[config.mk]
export PLATFORM = sky130hd
export DESIGN_NAME = instruction_fetch
export DESIGN_NICKNAME = d
export VERILOG_FILES = /design/src/rtl/instruction_fetch.sv
export SDC_FILE = /design/constraint.sdc
export NUM_CORES = 1
export LEC_CHECK = 0
export ABC_AREA = 1
export BUFFER_PORTS_ARGS = -buffer_cell sky130_fd_sc_hd__clkbuf_2
export CORE_MARGIN = 2
export CORE_UTILIZATION = 30
export DETAILED_ROUTE_END_ITERATION = 6
export PLACE_DENSITY_LB_ADDON = 0.12
export SYNTH_ARGS = -nofsm -noshare
export SYNTH_HDL_FRONTEND = slang
export SYNTH_HIERARCHICAL = 1
export SYNTH_SLANG_ARGS = --single-unit
[constraint.sdc]
create_clock -name clock -period 8.4 [get_ports clock]
set_clock_uncertainty 0.15 [all_clocks]
set_input_delay 1.68 -clock clock [delete_from_list [all_inputs] [get_ports clock]]
set_output_delay 1.68 -clock clock [all_outputs]
set_load 0.02 [all_outputs]
[src/rtl/instruction_fetch.sv]
// Generic synchronous FIFO with a single-cycle flush that discards all entries.
// Latency: a pushed word is visible at head_dat one cycle after the push.
// Backpressure: none internal; the caller guarantees no push when full and no pop when empty.
module sync_fifo #(
  parameter int WIDTH = 32,
  parameter int DEPTH = 2
) (
  input  logic                     clock,
  input  logic                     reset,
  input  logic                     flush,
  input  logic                     push,
  input  logic [WIDTH-1:0]         push_dat,
  input  logic                     pop,
  output logic [WIDTH-1:0]         head_dat,
  output logic [$clog2(DEPTH):0]   count
);
  localparam int AW = $clog2(DEPTH);
  localparam int CW = AW + 1;

  logic [WIDTH-1:0] mem [DEPTH];
  logic [AW-1:0]    wr_ptr;
  logic [AW-1:0]    rd_ptr;

  // Storage array: written on push, no reset needed since count guards the head.
  always_ff @(posedge clock) begin
    if (push && !reset && !flush) mem[wr_ptr] <= push_dat;
  end

  // Pointer and occupancy bookkeeping; flush behaves like a reset of the queue.
  always_ff @(posedge clock) begin
    if (reset || flush) begin
      wr_ptr <= '0;
      rd_ptr <= '0;
      count  <= '0;
    end else begin
      if (push) wr_ptr <= wr_ptr + AW'(1);
      if (pop)  rd_ptr <= rd_ptr + AW'(1);
      count <= count + CW'(push) - CW'(pop);
    end
  end

  assign head_dat = mem[rd_ptr];
endmodule

// Fetch stage: holds the PC, requests instruction words, buffers them in order for decode.
// Latency: request accepted in cycle N, response in N+1, instruction valid to decode in N+2.
// Backpressure: FIFO slots are reserved at request time; requests stop while buffer+in-flight is full.
module instruction_fetch #(
  parameter logic [31:0] RESET_PC   = 32'h0000_0000,
  parameter int          FIFO_DEPTH = 2
) (
  input  logic        clock,
  input  logic        reset,
  input  logic        redirect_valid,
  input  logic [31:0] redirect_pc,
  output logic        imem_req_valid,
  output logic [31:0] imem_req_addr,
  input  logic        imem_req_ready,
  input  logic        imem_resp_valid,
  input  logic [31:0] imem_resp_data,
  output logic        instr_valid,
  input  logic        instr_ready,
  output logic [31:0] instruction,
  output logic [31:0] instr_pc
);
  localparam int CW = $clog2(FIFO_DEPTH) + 1;

  typedef struct packed {
    logic [31:0] word;
    logic [31:0] pc;
  } fetch_entry_t;

  logic [31:0]  pc;
  logic         reset_state;
  logic [CW-1:0] drop;
  logic [CW-1:0] count;
  logic [CW-1:0] inflight;
  logic [CW:0]   occupancy;
  logic [31:0]   resp_pc;
  logic          req_fire;
  logic          resp_drop;
  logic          fifo_push;
  logic          fifo_pop;
  fetch_entry_t  push_entry;
  fetch_entry_t  head_entry;

  // The word leaving to decode this cycle frees its slot now, so a 2-deep buffer streams at full rate.
  assign fifo_pop       = instr_valid && instr_ready;
  assign occupancy      = {1'b0, count} + {1'b0, inflight} - {{CW{1'b0}}, fifo_pop};
  assign imem_req_valid = !reset_state && !redirect_valid && (occupancy < (CW+1)'(FIFO_DEPTH));
  assign imem_req_addr  = pc;
  assign req_fire       = imem_req_valid && imem_req_ready;

  assign resp_drop  = (drop != '0);
  assign fifo_push  = imem_resp_valid && !resp_drop && !redirect_valid;
  assign push_entry = '{word: imem_resp_data, pc: resp_pc};

  assign instr_valid = (count != '0);
  assign instruction = instr_valid ? head_entry.word : 32'h0;
  assign instr_pc    = instr_valid ? head_entry.pc   : 32'h0;

  // Addresses of outstanding requests, in order; its occupancy is the in-flight count.
  sync_fifo #(.WIDTH(32), .DEPTH(FIFO_DEPTH)) u_pc_q (
    .clock    (clock),
    .reset    (reset),
    .flush    (1'b0),
    .push     (req_fire),
    .push_dat (pc),
    .pop      (imem_resp_valid),
    .head_dat (resp_pc),
    .count    (inflight)
  );

  // Prefetch buffer toward decode; a redirect discards everything buffered.
  sync_fifo #(.WIDTH($bits(fetch_entry_t)), .DEPTH(FIFO_DEPTH)) u_prefetch (
    .clock    (clock),
    .reset    (reset),
    .flush    (redirect_valid),
    .push     (fifo_push),
    .push_dat (push_entry),
    .pop      (fifo_pop),
    .head_dat (head_entry),
    .count    (count)
  );

  // PC sequencing, post-reset request hold-off, and counting of stale responses to discard.
  always_ff @(posedge clock) begin
    if (reset) begin
      pc          <= RESET_PC;
      reset_state <= 1'b1;
      drop        <= '0;
    end else begin
      reset_state <= 1'b0;
      if (redirect_valid) begin
        pc   <= redirect_pc & ~32'h3;
        drop <= inflight - CW'(imem_resp_valid);
      end else begin
        if (req_fire) pc <= pc + 32'd4;
        if (imem_resp_valid && resp_drop) drop <= drop - CW'(1);
      end
    end
  end
endmodule

==> results.md <==
* Run status: completed
* DP Worst Slack at 2.861 ns
* DP HPWL at 16.27 mm
* Total global routing overflow at 0
* Crit path max fanout at 3
* Pwr dens at 206.9 nW/um^2
* Number of I/O pins at 168
* Netlist cell types at 38
* CP peak stage delay at 0.48 ns
* Max Clk Rate at 185.1 MHz
* Yosys warns at 6
* Initial core utilization at 30.53%
* RSZ-0062 raised after global routing: no
* DIE AREA at 37,830 sq um
* Ys flop type: edfxtp_1
* Worst path cell trace: clkbuf_2 -> inv_1 -> nor2_1 -> ha_1 -> inv_1 -> nand2_1 -> fa_1 -> inv_1 -> nor3_4 -> nand2_2 -> inv_1 -> clkbuf_2
* Clock slew at reported path FFs at 0.06 ns
* Rel. slew slack at 25.04%
* Core area at 35,660 sq um
* Nets at 1,187
* Crit path arrival time at 3.57 ns
* Max-slew violations at 0
* Vias in the first global route at 6,722
* Post-route setup slack at 2.999 ns
* CTS Buf Count at 27
* N_diodes at 0
* Clock root cell: clkbuf_16
* FFs w/ async S/R, synth at 0%
* Share of cells above drive strength 1 at 28.57%
* Total negative slack at 0 ns
* Most common cell after layout, fill and taps aside: edfxtp_1
* CTS tree: yes
* Wire per inst at 16.02 um
* GRT Util Overall at 13.43%
* DRC at 0
* Fillers at 3,621
* Worst skew pair latency at 0.52 ns
* Total Wirelength at 25.43 mm
* Global-route wire length before repair at 39.35 mm
* Crit. End Element: primary output
* Die H at 194.5 um
* Global placer's final weighted congestion at 0.7775
* P_leak at 5.320 nW
* CTS max path bufs at 3
* WHS at 0.3138 ns
* Worst vdd ir at 0.0001304 V
* Critical path startpoint category: input port
* Critical path type: input port to primary output
* Worst Max-Slew Pin Slew at 1.122 ns
* H-Tree Depth at 1
* Synth-to-layout area growth at 18.99%
* Hold Path Class: flip-flop to flip-flop
* Post-DRT Antenna Nets at 0
* Largest net degree at the start of global routing at 67
* Vias per cell at 4.305
* Port Buf Inserts at 163
* Hold-fix buffers at CTS at 0
* Sink Count at 235
* Detailed Routing Iterations Pass 1 at 4
* Post-CTS Resized at 0
* Postcts setup bufs at 0
* Sequential fraction of the synthesis area at 60.87%
* Mapped Avg Cell Area at 11.63 sq um
* Iter 0 DRT Violations at 311
* Critical Path Most Common Cell: inv_1
* Fin. Hold Viols at 0
* Fin crit share at 64.30%
* DR vias at 6,836
* Most frequent cells in the layout: 192 x edfxtp_1, 163 x clkbuf_2, 148 x inv_1
* Critical path required time at 6.57 ns
* Initial antenna violation count at 0
* Post-synthesis instance area at 10,890 sq um
* Max_cap viols at 0
* Row count at 69
* Post-synthesis register bit count at 235
* Final setup violation count at 0
* Min cycle time layout at 5.401 ns
* EDFF count, synth at 192
* Die W at 194.5 um
* Synth Instances at 936
* Slowest CP cell: fa_1
==> state kept, by name, summed over array words and instances (netlist names), named ones only <==
name               flops
drop                   2
imem_req_addr         30
reset_state            1
u_pc_q/count           2
u_pc_q/mem            64
u_pc_q/rd_ptr          1
u_pc_q/wr_ptr          1
u_prefetch/count       2
u_prefetch/mem       128
u_prefetch/rd_ptr      1
u_prefetch/wr_ptr      1
==> stage by stage <==
| step | power (mW) | area (sq um) | utilization, % | instances |
|---|---|---|---|---|
| 6_report | 2.680 | 12950 | 36.33 | 1588 |
| 3_5_place_dp | 1.531 | 12060 | 33.81 | 1539 |
| 3_3_place_gp | 1.528 | 12060 | 33.81 | 1539 |
| 4_1_cts | 2.734 | 12950 | 36.33 | 1588 |
| 5_1_grt | 2.798 | 12950 | 36.33 | 1588 |
| 2_1_floorplan | 1.456 | 10910 | - | 942 |
==> path summary, 6_finish.rpt <==
kind	startpoint	endpoint	slack (ns)	depth (start not counted)
hold reg to reg	u_prefetch/wr_ptr	u_prefetch/wr_ptr	0.31	2
setup / recovery	instr_ready	imem_req_valid	3.00	12
setup reg to reg	u_prefetch/count[0]	u_pc_q/mem[0][29]	3.79	13
hold / removal	u_prefetch/wr_ptr	u_prefetch/wr_ptr	0.31	2
==> report_power, final <==
part           switching, mW  internal, mW
Combinational          0.120        0.0718
Clock                  0.458         0.722
Sequential            0.0289          1.28
Total                  0.607          2.07
==> cells by family (layout without fill, tap and decap cells) <==
| family | after synthesis | after routing | synth area share (%) |
|---|---|---|---|
| simple gates | 348 | 348 | 13.32 |
| flops | 235 | 235 | 60.87 |
| buf+inv | 182 | 367 | 8.148 |
| mux | 98 | 98 | 13.22 |
| compound gates | 58 | 58 | 2.873 |
| fa+ha+maj | 10 | 10 | 1.218 |
| xor+xnor | 4 | 4 | 0.3219 |
| other cells | 1 | 7 | 0.03445 |
==> synth_stat cells (all sizes together) (2+ instances only) <==
cell	count	area share [%]
nor2	135	4.9
mux2	96	13
a21oi	31	1.4
o21bai	2	0.14
inv	148	5.1
xnor2	2	0.16
dfxtp	43	7.9
o21ai	19	0.87
buf	21	2.6
edfxtp	192	53
nand2	148	5.2
a211oi	2	0.18
ha	9	1.0
nor3	4	0.29
xor2	2	0.16
nand3	59	2.8
and2	2	0.11
mux2i	2	0.18
a31oi	2	0.11
clkbuf	12	0.41
==> per-layer routing <==
metal / routed length, um / track usage [%] / up-vias
met5: 0 / 0 / -
met4: 549 / 3.390 / 0
met3: 1225 / 2.360 / 38
met2: 11710 / 22.66 / 149
met1: 11950 / 17.87 / 3216
li1: - / - / 3433
==> critical path: cells and delay by family <==
kind,cells,cell delay [ns]
buffers and inverters,6,0.48
adder cells (fa/ha/maj),2,0.78
AND/OR/NAND/NOR,4,0.64
==> final cells by class <==
class / count / area [sq um] / share of cell area, %
clock buffer: 34 / 711.9 / 5.496
clock inverter: 15 / 185.2 / 1.430
inverter: 149 / 559.3 / 4.318
multi-input combinational: 525 / 3428 / 26.47
sequential: 235 / 6631 / 51.19
tap: 461 / 576.8 / 4.453
timing repair buffer: 169 / 860.8 / 6.645
Power figures use the tool's default switching activity.
